===== src/rtl/sram_arb_pkg.sv =====
// Shared widths, FSM state type and request struct for the RW0 port arbiter.
package sram_arb_pkg;

  localparam int unsigned ADDR_W = 13;
  localparam int unsigned DATA_W = 174;
  localparam int unsigned MASK_W = 6;
  localparam int unsigned LANE_W = 29;
  localparam int unsigned DEPTH  = 8192;

  typedef enum logic {ARB_INIT, ARB_RUN} arb_state_e;

  typedef struct packed {
    logic [ADDR_W-1:0] addr;
    logic [DATA_W-1:0] data;
    logic [MASK_W-1:0] mask;
  } sram_req_t;

endpackage


===== src/rtl/sram_rw_arbiter_if.sv =====
// Read/write requester bus of the RW0 arbiter; master = requesters, slave = arbiter.
interface sram_rw_arbiter_if import sram_arb_pkg::*; ();

  logic              rd_req_valid;
  logic              rd_req_ready;
  logic [ADDR_W-1:0] rd_req_addr;
  logic              rd_resp_valid;
  logic [DATA_W-1:0] rd_resp_data;
  logic              wr_req_valid;
  logic              wr_req_ready;
  logic [ADDR_W-1:0] wr_req_addr;
  logic [DATA_W-1:0] wr_req_data;
  logic [MASK_W-1:0] wr_req_mask;

  modport master (
    output rd_req_valid, rd_req_addr, wr_req_valid, wr_req_addr, wr_req_data, wr_req_mask,
    input  rd_req_ready, rd_resp_valid, rd_resp_data, wr_req_ready
  );

  modport slave (
    input  rd_req_valid, rd_req_addr, wr_req_valid, wr_req_addr, wr_req_data, wr_req_mask,
    output rd_req_ready, rd_resp_valid, rd_resp_data, wr_req_ready
  );

endinterface


===== src/rtl/sram_init_seq.sv =====
// Zero-clear sweep address counter; 'last' marks the final address, 'done' follows it.
module sram_init_seq import sram_arb_pkg::*; (
  input  logic              clock,
  input  logic              reset,
  output logic [ADDR_W-1:0] addr,
  output logic              last,
  output logic              done
);

  logic [ADDR_W-1:0] cnt_q;
  logic              done_q;

  always_ff @(posedge clock) begin
    if (reset) begin
      cnt_q  <= '0;
      done_q <= 1'b0;
    end else if (!done_q) begin
      cnt_q <= cnt_q + ADDR_W'(1);
      if (last) done_q <= 1'b1;
    end
  end

  assign last = !done_q && (cnt_q == ADDR_W'(DEPTH - 1));
  assign addr = cnt_q;
  assign done = done_q;

endmodule


===== src/rtl/sram_rw_arbiter.sv =====
// Single RW0 port arbiter: write priority with bounded read starvation, 1-cycle read response.
// Define SRAM_ARB_INIT_EN to run a zero-clear sweep of the whole array after reset.
module sram_rw_arbiter import sram_arb_pkg::*; #(
  parameter int unsigned STARVE_LIMIT = 4
) (
  input  logic              clock,
  input  logic              reset,
  sram_rw_arbiter_if.slave  bus,
  output logic              init_done,
  output logic              sram_en,
  output logic              sram_wmode,
  output logic [ADDR_W-1:0] sram_addr,
  output logic [MASK_W-1:0] sram_wmask,
  output logic [DATA_W-1:0] sram_wdata,
  input  logic [DATA_W-1:0] sram_rdata
);

  localparam int unsigned CntW = $clog2(STARVE_LIMIT + 1);

  logic            run;
  logic            starve_hit;
  logic            wr_fire;
  logic            rd_fire;
  logic            rd_resp_valid_q;
  logic [CntW-1:0] starve_q;
  sram_req_t       wr_req;

`ifdef SRAM_ARB_INIT_EN
  arb_state_e        state_q;
  logic [ADDR_W-1:0] init_addr;
  logic              init_last;
  logic              init_active;

  sram_init_seq u_init_seq (
    .clock (clock),
    .reset (reset),
    .addr  (init_addr),
    .last  (init_last),
    .done  (init_done)
  );

  always_ff @(posedge clock) begin
    if (reset) begin
      state_q <= ARB_INIT;
    end else if (state_q == ARB_INIT && init_last) begin
      state_q <= ARB_RUN;
    end
  end

  assign run         = (state_q == ARB_RUN);
  // Keep the array idle while reset is held so sram_en reads 0 in reset.
  assign init_active = (state_q == ARB_INIT) && !reset;
`else
  logic init_done_q;

  always_ff @(posedge clock) begin
    if (reset) init_done_q <= 1'b0;
    else       init_done_q <= 1'b1;
  end

  assign run       = init_done_q;
  assign init_done = init_done_q;
`endif

  assign wr_req = '{addr: bus.wr_req_addr, data: bus.wr_req_data, mask: bus.wr_req_mask};

  always_comb begin
    starve_hit       = (starve_q == CntW'(STARVE_LIMIT));
    bus.wr_req_ready = run && !(bus.rd_req_valid && starve_hit);
    bus.rd_req_ready = run && (!bus.wr_req_valid || starve_hit);
    wr_fire          = bus.wr_req_valid && bus.wr_req_ready;
    rd_fire          = bus.rd_req_valid && bus.rd_req_ready;

    sram_en    = 1'b0;
    sram_wmode = 1'b0;
    sram_addr  = '0;
    sram_wmask = '0;
    sram_wdata = '0;
`ifdef SRAM_ARB_INIT_EN
    if (init_active) begin
      sram_en    = 1'b1;
      sram_wmode = 1'b1;
      sram_addr  = init_addr;
      sram_wmask = '1;
    end else
`endif
    if (wr_fire) begin
      sram_en    = 1'b1;
      sram_wmode = 1'b1;
      sram_addr  = wr_req.addr;
      sram_wmask = wr_req.mask;
      sram_wdata = wr_req.data;
    end else if (rd_fire) begin
      sram_en   = 1'b1;
      sram_addr = bus.rd_req_addr;
    end
  end

  always_ff @(posedge clock) begin
    if (reset) begin
      starve_q        <= '0;
      rd_resp_valid_q <= 1'b0;
    end else begin
      rd_resp_valid_q <= rd_fire;
      if (rd_fire) begin
        starve_q <= '0;
      end else if (bus.rd_req_valid && wr_fire && !starve_hit) begin
        starve_q <= starve_q + CntW'(1);
      end
    end
  end

  // Array read is registered inside the macro, so data lines up with the valid pulse.
  assign bus.rd_resp_valid = rd_resp_valid_q;
  assign bus.rd_resp_data  = sram_rdata;

endmodule


===== src/flat_wrapper.sv =====
// flat-port wrapper written by rule: the top's interface ports become plain ports
module sram_rw_arbiter_flat import sram_arb_pkg::*;
#(
  parameter int unsigned STARVE_LIMIT = 4
)
  (clock, reset, init_done, sram_en, sram_wmode, sram_addr, sram_wmask, sram_wdata, sram_rdata, bus_rd_req_valid, bus_rd_req_addr, bus_wr_req_valid, bus_wr_req_addr, bus_wr_req_data, bus_wr_req_mask, bus_rd_req_ready, bus_rd_resp_valid, bus_rd_resp_data, bus_wr_req_ready);
  sram_rw_arbiter_if bus_i ();
  input  logic clock;
  input  logic reset;
  output logic init_done;
  output logic sram_en;
  output logic sram_wmode;
  output logic [ADDR_W-1:0] sram_addr;
  output logic [MASK_W-1:0] sram_wmask;
  output logic [DATA_W-1:0] sram_wdata;
  input  logic [DATA_W-1:0] sram_rdata;
  input wire logic [$bits(bus_i.rd_req_valid)-1:0] bus_rd_req_valid;
  input wire logic [$bits(bus_i.rd_req_addr)-1:0] bus_rd_req_addr;
  input wire logic [$bits(bus_i.wr_req_valid)-1:0] bus_wr_req_valid;
  input wire logic [$bits(bus_i.wr_req_addr)-1:0] bus_wr_req_addr;
  input wire logic [$bits(bus_i.wr_req_data)-1:0] bus_wr_req_data;
  input wire logic [$bits(bus_i.wr_req_mask)-1:0] bus_wr_req_mask;
  output wire logic [$bits(bus_i.rd_req_ready)-1:0] bus_rd_req_ready;
  output wire logic [$bits(bus_i.rd_resp_valid)-1:0] bus_rd_resp_valid;
  output wire logic [$bits(bus_i.rd_resp_data)-1:0] bus_rd_resp_data;
  output wire logic [$bits(bus_i.wr_req_ready)-1:0] bus_wr_req_ready;
  assign bus_i.rd_req_valid = bus_rd_req_valid;
  assign bus_i.rd_req_addr = bus_rd_req_addr;
  assign bus_i.wr_req_valid = bus_wr_req_valid;
  assign bus_i.wr_req_addr = bus_wr_req_addr;
  assign bus_i.wr_req_data = bus_wr_req_data;
  assign bus_i.wr_req_mask = bus_wr_req_mask;
  assign bus_rd_req_ready = bus_i.rd_req_ready;
  assign bus_rd_resp_valid = bus_i.rd_resp_valid;
  assign bus_rd_resp_data = bus_i.rd_resp_data;
  assign bus_wr_req_ready = bus_i.wr_req_ready;
  sram_rw_arbiter #(.STARVE_LIMIT(STARVE_LIMIT)) u_core (.clock(clock), .reset(reset), .bus(bus_i), .init_done(init_done), .sram_en(sram_en), .sram_wmode(sram_wmode), .sram_addr(sram_addr), .sram_wmask(sram_wmask), .sram_wdata(sram_wdata), .sram_rdata(sram_rdata));
endmodule

===== config.mk =====
export PLATFORM = sky130hd
export DESIGN_NAME = sram_rw_arbiter_flat
export DESIGN_NICKNAME = d
export VERILOG_FILES = /design/src/rtl/sram_arb_pkg.sv /design/src/rtl/sram_rw_arbiter_if.sv /design/src/rtl/sram_init_seq.sv /design/src/rtl/sram_rw_arbiter.sv /design/src/flat_wrapper.sv
export SDC_FILE = /design/constraint.sdc
export NUM_CORES = 1
export LEC_CHECK = 0
export CORE_AREA = 2 2 291 293
export DETAILED_ROUTE_END_ITERATION = 8
export DIE_AREA = 0 0 293 295
export GPL_ROUTABILITY_DRIVEN = 0
export PLACE_DENSITY = 0.37
export SLEW_MARGIN = 20
export SYNTH_ARGS = -nofsm -noshare
export SYNTH_HDL_FRONTEND = slang
export SYNTH_HIERARCHICAL = 1
export SYNTH_SLANG_ARGS = --single-unit

===== constraint.sdc =====
create_clock -name clock -period 2.5 [get_ports clock]
set_clock_uncertainty 0.15 [all_clocks]
set_input_delay 0.5 -clock clock [delete_from_list [all_inputs] [get_ports clock]]
set_output_delay 0.5 -clock clock [all_outputs]
set_load 0.02 [all_outputs]

; ---- Yosys cells after proc, flatten, opt, wreduce, memory -nomap -nowiden
; Cells that the tools add are included.
[classes]
add_sub_neg = 1
n_eq_ne = 1
n_reduce_logical = 12
muxes = 8
[ops]
columns = cell, count
row1 = $mux 174, 1
row2 = $mux 13, 2
row3 = $logic_and 1x1->1, 7
row4 = $mux 6, 1
row5 = $mux 1, 4
row6 = $add 3x1->3 const B, 1
row7 = $eq 3x3->1 const B, 1
row8 = $logic_not 1->1, 3
row9 = $reduce_or 2->1, 1
row10 = $logic_or 1x1->1, 1
[totals]
output_inout_bits = 373
elab_cells = 25
ff_bits = 5

; ---- Depth between registers and ports, before layout
; Gate-level depths: netlist (run 1).
[depth]
ltp_word = 7
mapped_depth = 8
depth_no_buf = 5

; ---- Least setup slack after synthesis (run 1)
; Ideal clock, no wire load.
[synth_path]
path_type = register to output
from = reg u_core.starve_q[0]
to = out sram_wdata[163]
stages_incl_launch_ff = 8
t_required_ns = 1.850
path_slack_ns = 0.233
arrival_time_ns = 1.617
path_buffers = 2
cell_sequence = dfxtp_1 > inv_1 > ha_1 > nand3_1 > and3_1 > buf_2 > clkbuf_1 > and2_1
[synth_via]
elab_chain_len = 6
[synth_rtl]
columns = item, line_no
row1 = "start, declared", sram_rw_arbiter.sv:25  ; logic [CntW-1:0] starve_q;
row2 = "start signal, assigned", sram_rw_arbiter.sv:108  ; starve_q <= starve_q + CntW'(1);
row3 = $eq 3x3->1, sram_rw_arbiter.sv:68  ; starve_hit = (starve_q == CntW'(STARVE_LIMIT));
row4 = $logic_and 1x1->1, sram_rw_arbiter.sv:69  ; bus.wr_req_ready = run && !(bus.rd_req_valid && starve_hit);
row5 = $logic_not 1->1, sram_rw_arbiter.sv:69
row6 = $logic_and 1x1->1, sram_rw_arbiter.sv:69
row7 = $logic_and 1x1->1, sram_rw_arbiter.sv:71  ; wr_fire = bus.wr_req_valid && bus.wr_req_ready;
row8 = $mux 174, sram_rw_arbiter.sv:87  ; if (wr_fire) begin
row9 = "end, declared", flat_wrapper.sv:15  ; output logic [DATA_W-1:0] sram_wdata;
; Every way passes these cells.

; ---- Final worst setup path (run 1)
[layout_path]
from = reg u_core.starve_q[0]
to = out sram_wdata[46]
; Same word-level chain as after synthesis.

==> results.md, run 1 <==
- Initial Utilization: 3.622%
- Sw Share: between 30% and 40%
- Hold wc startpoint: u_core/starve_q[0]
- CORE AREA: 83160 µm²
- Fmax: approximately 410 MHz
- Slew HR: 83.02%
- Hpwl dp: approximately 18 mm
- Max-cap violation count: 0
- Maximum vdd ir drop: 170.0 µV
- WL/cell: approximately 13 µm
- Commonest non-fill, non-tap cell in the layout: clkdlybuf4s50_1
- Crit path launch: u_core/starve_q[0]
- Tcrit/Tclk final: approximately 98%
- Most frequent cells in the layout: clkdlybuf4s50_1 (210), and2_1 (176), buf_2 (102)
- Max FO, Critical Path: 9
- Setup-failing EPs final: 0
- Final Instance Area: roughly 7000 µm²
- Post-Synthesis Cell Area: around 3000 µm²
- CTS tree: built
- Fin cells: 1745
- Clock tree buffer depth: 2
- DRT Pass-1 Iters: 4
- Layout cell share with drive strength beyond 1: 36.45%
- TritonCTS buffer count: 3
- Clk Latency, worst-skew pair: 0.23 ns
- CP Capture Type: primary output
- Root buffer cell: clkbuf_16
- Antenna violations before repair: 2
- Tmin final: 2.456 ns
- CP Launch Type: flop
- Logic pwr share: 73.3%
- First-pass GRT wire length: 27.05 mm
- PortBufs: 408
- Reg2Reg Launch Point: u_core/starve_q[0]
- CP arrival: 1.81 ns
- Hold depth: 3
- Syn Area/Cell: around 7.2 µm²
- Yosys warning count: 6
- Post-Synth Adder-Cell Area: 0.8309%
- Main combinational cell family by area after synthesis: buffers and inverters
- Die H: between 200 and 300 µm
- Clk slew on worst S/H paths: approximately 0.030 ns
- Final Hold Fails: 0
- Post-synthesis mux area share: 0%
- Pint: 842.1 µW
- XOR/XNOR Fraction of Synth Area: 0%
- Slew Limit Fails: 0
- Req. time, crit path: 1.85 ns
- Overall routing resource usage: under 10%
- Row count: 106
- PwrDens: 187.5 nW/µm²
- Power share of the clock group: 20.2%
- Syn nets: about 810
- Compound-gate portion of the synthesized area: 4.819%
- Setup CP Type: flop to primary output
- Fill count: between 9k and 10k
- DRC errors left: 0
- Setup ws final: 0.04431 ns
- Die W: 293 µm
- Yosys reg bits: 5
- Sequential share of the synthesized area: 3.324%
- Syn Inst Count: 420
- Flop pwr share: roughly 6.5%
- Synth cell types: 22
- Fin nets: 1051
- Inst Count DP: 1728
- Die area: 86440 µm²
- Total global routing overflow: 0
- Synth-to-layout area growth: 131.1%
- Outcome: completed
- Pleak: ~2.7 nW
- Total number of vias: 3833
- Slew @ Worst Pin: 0.2539 ns
- DR iter-0 viols: 49
- RSZ-0062 raised after global routing: yes
- Switching power: 462.9 µW
- Vias/cell: 2.197
- FF-to-FF path depth: 7
- Pre-CTS WS: -0.6186 ns
- Clk sinks: 5
- Synth Area in Simple Gates: 40.05%
- DRT antenna net count: 0
- Routed wire length: 22.12 mm
- H-tree levels: 1
- Area post-placement: a little over 7000 µm²
- Hold crit path type: flop to flop
- Largest net degree at the start of global routing: 58
- I/O Pins: 757
- Vias in the first global route: 4169
==> synth_stat cells <==
cell	count	area [µm²]
buf_4	174	1306
nor2_1	1	3.750
nand4_1	2	12.51
or2_1	1	6.260
a21oi_1	3	15.01
nor3_1	1	5.000
dfxtp_1	5	100.1
clkbuf_1	3	11.26
nand2_1	4	15.01
buf_6	17	191.4
nor3b_1	1	7.510
ha_1	2	25.02
nand3_1	1	5.000
and2_1	181	1132
o21ai_0	1	5.000
or3_1	1	6.260
a21boi_2	1	11.26
a22o_1	13	113.9
inv_1	3	11.26
nor2b_1	1	6.260
and3_1	1	6.260
buf_2	3	15.01
==> critical path, cell delays in order, from the launching register on <==
cell and delay, ns:
dfxtp_2 0.31, inv_2 0.07, ha_4 0.14, nand3_2 0.07
and3_4 0.19, buf_12 0.15, buf_4 0.15, buf_16 0.14
and2_1 0.18, buf_4 0.16
==> worst paths after layout <==
path	endpoint	slack [ns]
max	sram_wdata[46]	0.04
max reg2reg	u_core/starve_q[1]	1.09
min	u_core/starve_q[0]	0.44
min reg2reg	u_core/starve_q[0]	0.44
==> per-layer routing <==
metal | wire [µm] | track usage [%] | vias up
li1 | - | - | 1593
met1 | 5932 | 3.072 | 1596
met2 | 10030 | 7.514 | 600
met3 | 5010 | 4.353 | 38
met4 | 972 | 2.001 | 6
met5 | 174 | 1.552 | -
==> state kept, by name, indices dropped and copies added, names as in the netlist <==
signal	flops
u_core/starve_q	3
u_core/init_done	1
u_core/bus.rd_resp_valid	1
==> power by group through the flow <==
stage / combinational (mW) / clock (mW) / sequential (mW)
finish: 0.957 / 0.264 / 0.0843
global route: 1.01 / 0.272 / 0.0848
CTS: 0.993 / 0.268 / 0.0846
detailed placement: 0.997 / 0 / 0.0853
global placement: 1.01 / 0 / 0.0853
floorplan: 0.739 / 0 / 0.0869
==> metrics by stage <==
step	hold WS, ns	total power [mW]	utilization (%)	setup TNS [ns]
finish	0.4374	1.305	8.369	0
global route	0.4653	1.371	8.369	-0.1464
detailed placement	0.4003	1.082	8.605	-94.93
global placement	0.3810	1.093	8.605	-97.14
CTS	0.4398	1.345	8.888	-0.006952
floorplan	0.2970	0.8259	-	0
==> kinds of logic (layout without fill, tap and decap cells) <==
logic type / after synthesis / in the layout
simple gates: 195 / 195
flops: 5 / 5
compound gates: 18 / 18
other cells: 0 / 1
buf+inv: 200 / 444
fa+ha+maj: 2 / 2
==> cell type report <==
| type | instances | area (µm²) | area share [%] |
|---|---|---|---|
| flip-flops and latches | 5 | 102.6 | 1.474 |
| diodes | 1 | 2.502 | 0.03596 |
| repair buffers | 437 | 3983 | 57.23 |
| multi-input cells | 215 | 1430 | 20.55 |
| clock buffers | 4 | 78.83 | 1.133 |
| inverters | 3 | 11.26 | 0.1618 |
| well taps | 1080 | 1351 | 19.42 |
==> what timing repair did <==
| item | 4_1_cts | 5_1_grt |
|---|---|---|
| endpoints found under the hold margin | 0 | 0 |
| resized for setup | 550 | 103 |
| setup endpoints to repair | 196 | 150 |
| gates cloned | 3 | 3 |
| pin swaps | 4 | 2 |
| hold buffers | 0 | 0 |
| buffers inserted | 6 | 1 |
(Power assumes the default switching activity.)
==> inputs of run 2 (changes only) <==
CORE_AREA = 2 2 294 296   (was 2 2 291 293)
DIE_AREA = 0 0 296 298   (was 0 0 293 295)
DONT_BUFFER_PORTS = 1   (was unset)
PLACE_DENSITY = 0.3   (was 0.37)
==> run 2 against run 1 <==
Non-clock buffer count decreased by 402. Final cell count fell by 19%. Clock power hardly changed. Maximum frequency increased by 0.35%. Sequential share of layout area up 1.2 points. Global-route usage shrank 0.74 points. Critical path depth decreased by 2. Routed wire length shrank 16%. Core utilization is 3.9 points lower. Critical path type unchanged. Largest cell class is now multi-input combinational cells. Largest power group unchanged. Highest routed layer unchanged.
==> results.md, run 2 (synthesized netlist as in run 1, its figures left out) <==
- Outcome: completed
- Synth-to-layout area growth: 25.72%
- H-tree levels: 1
- Tmin final: 2.447 ns
- PwrDens: 223.3 nW/µm²
- Hold crit path type: input pin to flop
- Logic pwr share: ~59%
- Die W: ~300 µm
- DRT Pass-1 Iters: 4
- Die area: between 80000 and 90000 µm²
- Largest Register: u_core/starve_q
- Critical path's top delay family: buffers and inverters
- Hold Buf Count CTS: 0
- CP arrival: 1.80 ns
- Power share of the clock group: 31.4%
- FF-to-FF path depth: 3
- Slew Limit Fails: 0
- Inst Count DP: 1393
- Clk Latency, worst-skew pair: 0.23 ns
- Max-cap violation count: 0
- Reg2Reg Launch Point: u_core/init_done
- DR iter-0 viols: 104
- Pwr Total: between 800 and 900 µW
- Layout cell share with drive strength beyond 1: between 30% and 40%
- Most frequent cells in the layout: and2_1 (141), and2_4 (36), buf_12 (20)
- Total number of vias: 2360
- Vias in the first global route: 2316
- Req. time, crit path: 1.85 ns
- DRC errors left: 0
- Fmax: between 400 and 500 MHz
- Tcrit/Tclk final: 97.89%
- Overall routing resource usage: 3.659%
- Cell type of the slowest stage on the worst timing path: dfxtp_2
- Hold EP: u_core/init_done
- Slew HR: 73.31%
- CP Launch Type: flop
- Largest net degree at the start of global routing: between 60 and 70
- Vias/cell: 1.677
- Clk slew on worst S/H paths: roughly 0.03 ns
- Root buffer cell: clkbuf_16
- CTS tree: built
- Slowest stage delay, CP: 0.32 ns
- I/O Pins: roughly 760
- Setup-failing EPs final: 0
- Hold wc startpoint: reset
- Die H: 298 µm
- Initial Utilization: between 3 and 4%
- Switching power: between 300 and 400 µW
- Final Hold Fails: 0
- PortBufs: 0
- DRT antenna net count: 0
- Fin cells: about 1.4k
- Crit path cell chain: inv_2 -> ha_4 -> nand3_2 -> and3_4 -> buf_12 -> bufbuf_16 -> a22o_1
- Hpwl dp: 14.52 mm
- Buf+Inv Stages, Crit Path: 3
- Row count: 107
- Setup CP Type: flop to primary output
- Hold depth: 1
- RSZ-0062 raised after global routing: yes
- CORE AREA: around 85000 µm²
- WL/cell: 13.20 µm
- Fin nets: about 650
- Commonest non-fill, non-tap cell in the layout: and2_1
- Total global routing overflow: 0
- Routed wire length: 18.57 mm
- First-pass GRT wire length: between 20 and 25 mm
- Slew @ Worst Pin: 0.3996 ns
- Clk sinks: 5
- Flop pwr share: 10.1%
- Pleak: around 1.1 nW
- Maximum vdd ir drop: 335.2 µV
- CP Capture Type: primary output
- R2R Path End: u_core/starve_q[2]
- Pint: 476.5 µW
- Max FO, Critical Path: 32
- Max FFs per register: 3
- Antenna violations before repair: 16
- Sw Share: 43.63%
- TritonCTS buffer count: 3
- Clock tree buffer depth: 2
- R2R Setup Slk: roughly 1.1 ns
- Crit path launch: u_core/starve_q[0]
run 2: what timing repair did:
| item | CTS | global route |
|---|---|---|
| resized for setup | 71 | 8 |
| buffers inserted | 3 | 1 |
| setup endpoints to repair | 129 | 112 |
| endpoints found under the hold margin | 0 | 0 |
| cloned | 5 | 0 |
| pin swaps | 2 | 2 |
run 2: cell type report:
| class | instances | area, µm² |
|---|---|---|
| multi-input cells | 215 | 1494 |
| clock buffers | 4 | 78.83 |
| repair buffers | 35 | 665.6 |
| well taps | 1144 | 1431 |
| diodes | 1 | 2.502 |
| fillers | 10090 | 81090 |
| inverters | 3 | 11.26 |
| flip-flops and latches | 5 | 102.6 |
run 2: worst max-delay path by stage:
stage | slack [ns] | to | depth (start not counted)
after detailed placement | 0.08 | sram_wdata[101] | 7
final | 0.05 | sram_addr[12] | 7
after CTS | 0.005 | sram_wdata[29] | 9
after global placement | 0.17 | sram_wdata[101] | 7
after global routing | -0.01 | sram_wdata[168] | 8
after floorplan | 0.23 | sram_wdata[163] | 7
run 2: per-layer routing:
| metal | global-route usage (%) | part of all wire, % | vias to the layer above |
|---|---|---|---|
| li1 | - | - | 791 |
| met1 | 3.465 | 31 | 1036 |
| met2 | 6.067 | 46 | 491 |
| met3 | 3.044 | 20 | 34 |
| met4 | 0.4570 | 1.4 | 8 |
| met5 | 1.441 | 1.1 | - |
run 2: power groups by stage:
| stage | Combinational (mW) | Sequential (mW) | Clock, mW |
|---|---|---|---|
| 6_report | 0.494 | 0.0858 | 0.265 |
| 5_1_grt | 0.523 | 0.0860 | 0.276 |
| 4_1_cts | 0.497 | 0.0855 | 0.271 |
| 3_5_place_dp | 0.410 | 0.0865 | 0 |
| 3_3_place_gp | 0.412 | 0.0865 | 0 |
| 2_1_floorplan | 0.739 | 0.0869 | 0 |
run 2: stage by stage:
step	area (µm²)	hold slack, ns	utilization [%]	TNS (ns)	worst slack, ns
floorplan	3012	0.2970	-	0	0.2330
global placement	3357	0.3094	3.955	0	0.1650
detailed placement	3357	0.3185	3.955	0	0.07542
CTS	3759	0.1786	4.428	0	0.004534
global route	3784	0.1834	4.458	-0.01294	-0.01067
finish	3786	0.1801	4.461	0	0.05283
